[src/rtl/clkloss_mon.sv]
// Clock-loss watchdog: samples a monitored clock as asynchronous data, declares it
// ALIVE after a run of timely rising edges and LOST when no edge arrives within TIMEOUT.
module clkloss_mon #(
    parameter int TIMEOUT = 16,
    parameter int LOCKCNT = 4,
    parameter int CNTW    = 8
) (
    input  logic            CLK,
    input  logic            RST,
    input  logic            MCLK,
    input  logic            CLR,
    output logic            ALIVE,
    output logic            LOST,
    output logic            LOSS_P,
    output logic [CNTW-1:0] PERIOD
);

    localparam int NW = $clog2(LOCKCNT + 1);
    localparam logic [CNTW-1:0] TMO    = CNTW'(TIMEOUT);
    localparam logic [CNTW-1:0] TMO_M1 = CNTW'(TIMEOUT - 1);
    localparam logic [NW-1:0]   LCK    = NW'(LOCKCNT);

    typedef enum logic [1:0] {
        S_WAIT = 2'd0,
        S_ACQ  = 2'd1,
        S_RUN  = 2'd2,
        S_LOSS = 2'd3
    } state_t;

    state_t          state_q, state_d;
    logic            s1_q, s2_q, s3_q;
    logic [CNTW-1:0] t_q, t_d;
    logic [NW-1:0]   n_q, n_d;
    logic [CNTW-1:0] period_q, period_d;
    logic            alive_q, lost_q, lossp_q;
    logic            edge_e;
    logic            loss_entry;

    assign edge_e = s2_q & ~s3_q;

    always_comb begin
        state_d  = state_q;
        n_d      = n_q;
        period_d = period_q;

        if (edge_e) begin
            t_d = '0;
        end else if (t_q != TMO) begin
            t_d = t_q + CNTW'(1);
        end else begin
            t_d = t_q;
        end

        // WAIT and LOSS have no reference edge, so only ACQ/RUN measure a period.
        case (state_q)
            S_WAIT, S_LOSS: begin
                if (edge_e) begin
                    if (LOCKCNT == 1) begin
                        state_d = S_RUN;
                    end else begin
                        state_d = S_ACQ;
                        n_d     = NW'(1);
                    end
                end
            end
            S_ACQ: begin
                if (edge_e) begin
                    period_d = t_q + CNTW'(1);
                    if (n_q + NW'(1) == LCK) begin
                        state_d = S_RUN;
                    end else begin
                        n_d = n_q + NW'(1);
                    end
                end else if (t_q == TMO_M1) begin
                    state_d = S_LOSS;
                end
            end
            S_RUN: begin
                if (edge_e) begin
                    period_d = t_q + CNTW'(1);
                end else if (t_q == TMO_M1) begin
                    state_d = S_LOSS;
                end
            end
            default: state_d = S_WAIT;
        endcase

        loss_entry = (state_q != S_LOSS) && (state_d == S_LOSS);
    end

    always_ff @(posedge CLK or posedge RST) begin
        if (RST) begin
            s1_q     <= 1'b0;
            s2_q     <= 1'b0;
            s3_q     <= 1'b0;
            state_q  <= S_WAIT;
            t_q      <= '0;
            n_q      <= '0;
            period_q <= '0;
            alive_q  <= 1'b0;
            lost_q   <= 1'b0;
            lossp_q  <= 1'b0;
        end else begin
            s1_q     <= MCLK;
            s2_q     <= s1_q;
            s3_q     <= s2_q;
            state_q  <= state_d;
            t_q      <= t_d;
            n_q      <= n_d;
            period_q <= period_d;
            alive_q  <= (state_d == S_RUN);
            lossp_q  <= loss_entry;
            // A loss entry outranks a simultaneous clear.
            if (loss_entry) begin
                lost_q <= 1'b1;
            end else if (CLR) begin
                lost_q <= 1'b0;
            end
        end
    end

    assign ALIVE  = alive_q;
    assign LOST   = lost_q;
    assign LOSS_P = lossp_q;
    assign PERIOD = period_q;

endmodule

[config.mk]
export PLATFORM = sky130hd
export DESIGN_NAME = clkloss_mon
export DESIGN_NICKNAME = d
export VERILOG_FILES = /design/src/rtl/clkloss_mon.sv
export SDC_FILE = /design/constraint.sdc
export NUM_CORES = 1
export LEC_CHECK = 0
export ABC_AREA = 1
export CORE_MARGIN = 3
export CORE_UTILIZATION = 52
export CTS_BUF_LIST = sky130_fd_sc_hd__clkbuf_2
export DETAILED_ROUTE_END_ITERATION = 12
export GPL_ROUTABILITY_DRIVEN = 0
export PLACE_DENSITY = 0.73
export SYNTH_ARGS = -nofsm -noshare
export SYNTH_HDL_FRONTEND = slang
export SYNTH_SLANG_ARGS = --single-unit
[constraint.sdc]
create_clock -name CLK -period 1.8 [get_ports CLK]
set_clock_uncertainty 0.05 [all_clocks]
set_input_delay 0.18 -clock CLK [delete_from_list [all_inputs] [get_ports CLK]]
set_output_delay 0.18 -clock CLK [all_outputs]
set_load 0.05 [all_outputs]
==> results.md, run 1 <==
- CP startpoint kind: flop
- Vias in the first global route: 938
- Tightest Pin Transition: 0.5045 ns
- WL/cell: 11.74 µm
- First-pass GRT wire length: 3.967 mm
- Placement Setup Slack: 0.1707 ns
- Post-synthesis sequential area ratio: 50.05%
- CTS H-tree depth: 1
- Final worst slack: 0.1869 ns
- Setup CP Type: reg -> reg
- Clock root cell: clkbuf_2
- Total number of vias: 962
- CTS Buf Count: 3
- Setup Viol. Count Final: 0
- Crit-path slowest cell: dfrtp_1
- Pwr dens: 1435 mW/mm²
- Final period util: 89.62%
- Worst skew pair latency: 0.36 ns
- EDFF count, synth: 0
- Status: complete, no violations
- # fillers: 188
- Max clock buf depth: 2
- Initial Util: 57.70%
- Ordered list of cells on the worst path: inv_1 > ha_1 > nor2_1 > inv_1 > o21ai_0
- Critical-path maximum fanout: 16
- Cells after Synth: 146
- Largest net degree at the start of global routing: 28
- Area growth from synthesis to layout: 14.18%
- DRC Markers: 0
- Final wirelength: 2.243 mm
- Normalized max-slew margin: 66.31%
- Share of layout cells above drive strength 1: 13.50%
- Row Count: 17
- Gr ovfl total: 0
- Synth Net Count: 158
- GRT Overall Usage: 15.15%
- Die ar.: 0.003244 mm²
- Area leader, netlist: dfrtp_1
- Die Y: 56.96 µm
- Clock sink total: 27
- Commonest non-fill, non-tap cell in the layout: nand2_1
- Min Tclk post-route: 1.613 ns
- Max incr delay on CP: 0.47 ns
- Flop2flop setup slack: 0.19 ns
- Static leakage: 0.8697 nW
- CP Capture Type: flop
- WP buf/inv: 2
- Max Freq: 619.9 MHz
- Synth warnings: 0
- Crit-path leading delay family: flip-flops
- # diodes: 0
- Slew Limit Fails: 0
- CORE AREA: 0.002340 mm²
- Port Buffer Count: 14
- Ys flop type: dfrtp_1
- Maximum VDD drop: 0.7530 mV
- Commonest cells after routing, fill and taps aside: nand2_1 (28), dfrtp_1 (27), inv_1 (21)
- CP required: 2.03 ns
- Initial antenna violation count: 0
- Die X: 56.96 µm
- Vias per inst: 5.037
- Final Hold Viols: 0
- Clk slew on worst S/H paths: 0.27 ns
- Post-synth cell types: 23
- WP data arrival: 1.84 ns
- CTS tree: yes
- DRT iter0 DRCs: 20
- HP Class: in -> async
- Post-synthesis async set-or-reset flop share: 100.0%
- Most used cell, CP: inv_1
- Max-Cap Viols: 0
- Nets: 176
- RSZ-0062 raised after global routing: no
- Top-area cell type share of the netlist area: 50.05%
- DRT antenna net count: 0
- IO Pins: 15
- DP HPWL: 1.649 mm
- Top cells by area, synth: dfrtp_1 (50%), nand2_1 (7.8%), ha_1 (7.4%), inv_1 (5.8%), nor2_1 (3.6%)
- DRT Pass-1 Iters: 4
- Mean Syn Cell Area: 9.247 µm²
- Setup TNS: 0 ns
- Yosys reg bits: 27
- Post-Syn Area: 0.001350 mm²
==> timing repair <==
item | CTS | global route
resized for setup | 6 | 5
buffers inserted | 0 | 0
endpoints found under the setup margin | 6 | 5
pin swaps | 0 | 0
hold endpoints to repair | 0 | 0
hold buffers | 0 | 0
==> final timing paths <==
check                      cells past startpoint  startpoint        end
setup / recovery                               5  state_q[0]  PERIOD[4]
hold / removal                                 3         RST  PERIOD[6]
setup reg to reg                               5  state_q[0]  PERIOD[4]
hold reg to reg                                0        s1_q       s2_q
max in group asynchronous                      3         RST     n_q[2]
min in group CLK                               1        MCLK       s1_q
==> synthesized netlist by cell type (2+ instances only) <==
master   count
dfrtp_1     27
ha_1         8
inv_1       21
inv_2        2
nand2_1     28
nand2_2      3
nand3_1      9
nand3_2      3
nor2_1      13
nor2_4       4
o21ai_0      7
o21ai_1      6
xor2_1       5
==> metal layers <==
metal / wire (µm) / track usage (%)
met5: 0 / 0
met1: 1083 / 20.23
met4: 25 / 4.967
met2: 1059 / 25.45
met3: 74 / 2.036
==> cells by family (layout without fill, tap and decap cells) <==
logic type | after synthesis | in the layout | share of synthesized area, %
buf+inv | 25 | 42 | 7.600
simple gates | 64 | 64 | 24.19
fa+ha+maj | 8 | 8 | 7.415
compound gates | 17 | 17 | 7.507
xor+xnor | 5 | 5 | 3.244
flops | 27 | 27 | 50.05
==> per-stage QoR <==
stage	instances	utilization, %	hold WS, ns	instance area, µm²	power (W)
3_3_place_gp	187	64.81	0.2908	1516	0.001976
5_1_grt	191	65.88	0.07714	1541	0.002376
6_report	191	65.88	0.05848	1541	0.002212
2_1_floorplan	146	-	0.1614	1350	0.001739
4_1_cts	191	65.35	0.07717	1529	0.002230
3_5_place_dp	187	64.81	0.2956	1516	0.002022
==> state kept, by name, summed over array words and instances, names as in the netlist <==
| name | count |
|---|---|
| s1_q | 1 |
| LOSS_P | 1 |
| state_q | 2 |
| ALIVE | 1 |
| LOST | 1 |
| s3_q | 1 |
| PERIOD | 8 |
| t_q | 8 |
| n_q | 3 |
| s2_q | 1 |
==> worst register-to-register path: cells and delay by family (launching register included) <==
family	cells	cell delay, ns
AOI/OAI and AO/OA	1	0.17
DFF	1	0.47
buffers and inverters	2	0.43
adders and majority gates	1	0.35
and+or+nand+nor	1	0.06
==> power by group <==
group	total (W)	internal, W	switching [W]
Combinational	0.00107	0.000347	0.000724
Sequential	0.000895	0.000767	0.000129
Clock	0.000246	0.0000585	0.000187
Total	0.00221	0.00117	0.00104
==> area by class of cell <==
cell class	count	area, µm²	area share [%]
inverter	23	86.33	5.601
sequential	27	675.6	43.83
clock buffer	4	20.02	1.299
multi-input combinational	94	571.8	37.09
tap	28	35.03	2.273
timing repair buffer	15	152.6	9.903
Power figures use the tool's default switching activity.
==> run 2: changes to the inputs <==
--- a/config.mk
+++ b/config.mk
@@ -6,12 +6,15 @@
 export NUM_CORES = 1
 export LEC_CHECK = 0
 export ABC_AREA = 1
+export CELL_PAD_IN_SITES_DETAIL_PLACEMENT = 0
+export CELL_PAD_IN_SITES_GLOBAL_PLACEMENT = 1
 export CORE_MARGIN = 3
-export CORE_UTILIZATION = 52
+export CORE_UTILIZATION = 44
 export CTS_BUF_LIST = sky130_fd_sc_hd__clkbuf_2
+export CTS_CLUSTER_SIZE = 14
 export DETAILED_ROUTE_END_ITERATION = 12
 export GPL_ROUTABILITY_DRIVEN = 0
-export PLACE_DENSITY = 0.73
+export PLACE_DENSITY = 0.79
 export SYNTH_ARGS = -nofsm -noshare
 export SYNTH_HDL_FRONTEND = slang
 export SYNTH_SLANG_ARGS = --single-unit
==> run 2 against run 1 <==
Register-to-register slack improved by 0.03 ns. Clock-buffer cell count fell by 1. Cell count rose by 1.6%. Maximum frequency is 2.0% higher. Highest routed layer unchanged. Non-clock buffer count unchanged. Sequential power about the same. Setup slack gained 0.032 ns. Largest cell class unchanged. Utilization shrank 12 points. Critical path depth up 4. First-iteration DRC count rose by 90%.
==> results.md, run 2 (synthesis gave the netlist of run 1 again) <==
- Internal Pwr Total: 0.001148 W (-2.1%)
- CP startpoint kind: flop
- Clock root cell: clkbuf_2
- DP HPWL: 1.730 mm (+4.9%)
- WP data arrival: 1.82 ns (-0.02 ns)
- # fillers: 279 (+48%)
- CTS tree: yes
- Maximum VDD drop: 0.6572 mV (-13%)
- Vias per inst: 4.861 (-3.5%)
- Max clock buf depth: 2 (unchanged)
- Min Tclk post-route: 1.582 ns (-0.03159 ns)
- Static leakage: 0.8321 nW (-4.3%)
- Vias in the first global route: 953 (+1.6%)
- Setup TNS: 0 ns (unchanged)
- Crit path from: state_q[0]
- Max Freq: 632.3 MHz (+2.0%)
- # diodes: 0 (unchanged)
- IO Pins: 15 (unchanged)
- Status: complete, no violations
- CTS H-tree depth: 1 (unchanged)
- Largest net degree at the start of global routing: 28 (unchanged)
- DRT iter0 DRCs: 38 (+90%)
- Die ar.: 0.003769 mm² (+16%)
- Area growth from synthesis to layout: 13.62%
- Critical Path End: n_q[0]
- Final Hold Viols: 0 (unchanged)
- Sw Ratio: 47.53% (+0.53 points)
- CTS Hold Bufs: 0 (unchanged)
- Max incr delay on CP: 0.46 ns (about the same)
- Ordered list of cells on the worst path: inv_1 > ha_1 > nor2_1 > nor2_1 > nand2_1 > inv_1 > nand2_1 > nand2_1 > o21ai_0
- Initial Util: 47.72% (-10 points)
- Clock share of power: 10.6% (-0.5 points)
- DRC Markers: 0 (unchanged)
- GRT Overall Usage: 15.31% (+0.16 points)
- Commonest non-fill, non-tap cell in the layout: nand2_1
- Nets: 176 (unchanged)
- CTS Buf Count: 3 (unchanged)
- Flop2flop setup slack: 0.22 ns (+0.03 ns)
- Commonest cells after routing, fill and taps aside: nand2_1 (28), dfrtp_1 (27), inv_1 (20)
- Post-CTS Resized: 9 (+3)
- Setup CP Type: reg -> reg
- Fin util: 54.22% (-12 points)
- Max-Cap Viols: 0 (unchanged)
- Worst reg2reg path depth: 9 (+4)
- Most used cell, CP: nand2_1
- Critical Path Stages: 9 (+4)
- Critical R2R Capture: n_q[0]
- Normalized max-slew margin: 66.52% (+0.21 points)
- Total number of vias: 943 (-2.0%)
- Switching pwr: 0.001040 W (about the same)
- Die X: 61.39 µm (+7.8%)
- Crit-path slowest cell: dfrtp_1
- Critical-path maximum fanout: 4 (-12)
- Setup Viol. Count Final: 0 (unchanged)
- Share of layout cells above drive strength 1: 14.11% (+0.61 points)
- WP buf/inv: 2 (unchanged)
- Port Buffer Count: 14 (unchanged)
- Row Count: 19 (+2)
- Clk slew on worst S/H paths: 0.26 ns (about the same)
- CP required: 2.03 ns (about the same)
- Critical R2R Launch: state_q[0]
- First-pass GRT wire length: 4.229 mm (+6.6%)
- Crit-path leading delay family: flip-flops
- HP Class: in -> async
- Sequential power share: 40.9% (+0.4 points)
- Logic pwr share: 48.5% (about the same)
- Die Y: 61.39 µm (+7.8%)
- RSZ-0062 raised after global routing: no
- WL/cell: 12.00 µm (+2.2%)
- Pwr dens: 1426 mW/mm² (-0.60%)
- Initial antenna violation count: 0 (unchanged)
- DRT Pass-1 Iters: 4 (unchanged)
- CP Capture Type: flop
- Worst skew pair latency: 0.36 ns (about the same)
- Slew Limit Fails: 0 (unchanged)
- Tightest Pin Transition: 0.5013 ns (-0.003170 ns)
- Final period util: 87.86% (-1.8 points)
- CORE AREA: 0.002829 mm² (+21%)
- DRT antenna net count: 0 (unchanged)
- Final wirelength: 2.328 mm (+3.8%)
- Post-CTS setup buffers: 0 (unchanged)
- Gr ovfl total: 0 (unchanged)
- Clock sink total: 27 (unchanged)
[run 2: changes by cell type in the layout (fill, tap and decap cells not counted)]
cell,previous run,this run
inv_2,2,3
dlygate4sd2_1,6,9
inv_1,21,20
clkbuf_2,4,3
clkinv_2,0,1
dlymetal6s2s_1,5,2
[run 2: worst register-to-register path, delay by kind of cell (launching register included)]
| kind | cells | cell delay (ns) |
|---|---|---|
| buf+inv | 2 | 0.19 |
| simple gates | 5 | 0.40 |
| flops | 1 | 0.46 |
| compound gates | 1 | 0.07 |
| fa+ha+maj | 1 | 0.35 |
[run 2: how the worst min path moves through the flow]
stage,start,to,slack (ns),cells after the start
detailed placement,s1_q,s2_q,0.29,0
floorplan,MCLK,s1_q,0.16,0
CTS,RST,s3_q,0.07,3
global route,RST,s3_q,0.08,3
global placement,s1_q,s2_q,0.29,0
finish,RST,LOST,0.08,3
[run 2: power groups by stage]
stage	clock network (W)	logic (W)	registers, W
3_3_place_gp	0	0.00109	0.000902
2_1_floorplan	0	0.000610	0.00113
5_1_grt	0.000275	0.00120	0.000919
4_1_cts	0.000245	0.00108	0.000898
6_report	0.000231	0.00106	0.000895
3_5_place_dp	0	0.00111	0.000914
[run 2: stage by stage]
step	total power, W	hold slack [ns]	setup slack, ns	instance area [µm²]	std cells
floorplan	0.001739	0.1614	0.4098	1350	146
global placement	0.001991	0.2885	0.1972	1520	190
detailed placement	0.002023	0.2872	0.1696	1520	190
CTS	0.002218	0.06520	0.002658	1529	194
global route	0.002391	0.07550	0.03361	1534	194
finish	0.002188	0.07731	0.2184	1534	194
[run 2: cell type report]
cell class,instances,area [µm²],area share [%]
multi-input combinational,94,571.8,37.28
timing repair buffer,15,141.4,9.217
tap,31,38.79,2.529
sequential,27,675.6,44.05
clock buffer,3,15.01,0.9788
clock inverter,1,5.005,0.3263
inverter,23,86.33,5.628
[run 2: layer usage]
metal,global-route usage (%),share of wire (%)
met5,0,0
met4,8.182,1.4
met3,1.887,2.1
met2,23.87,47
met1,20.79,50
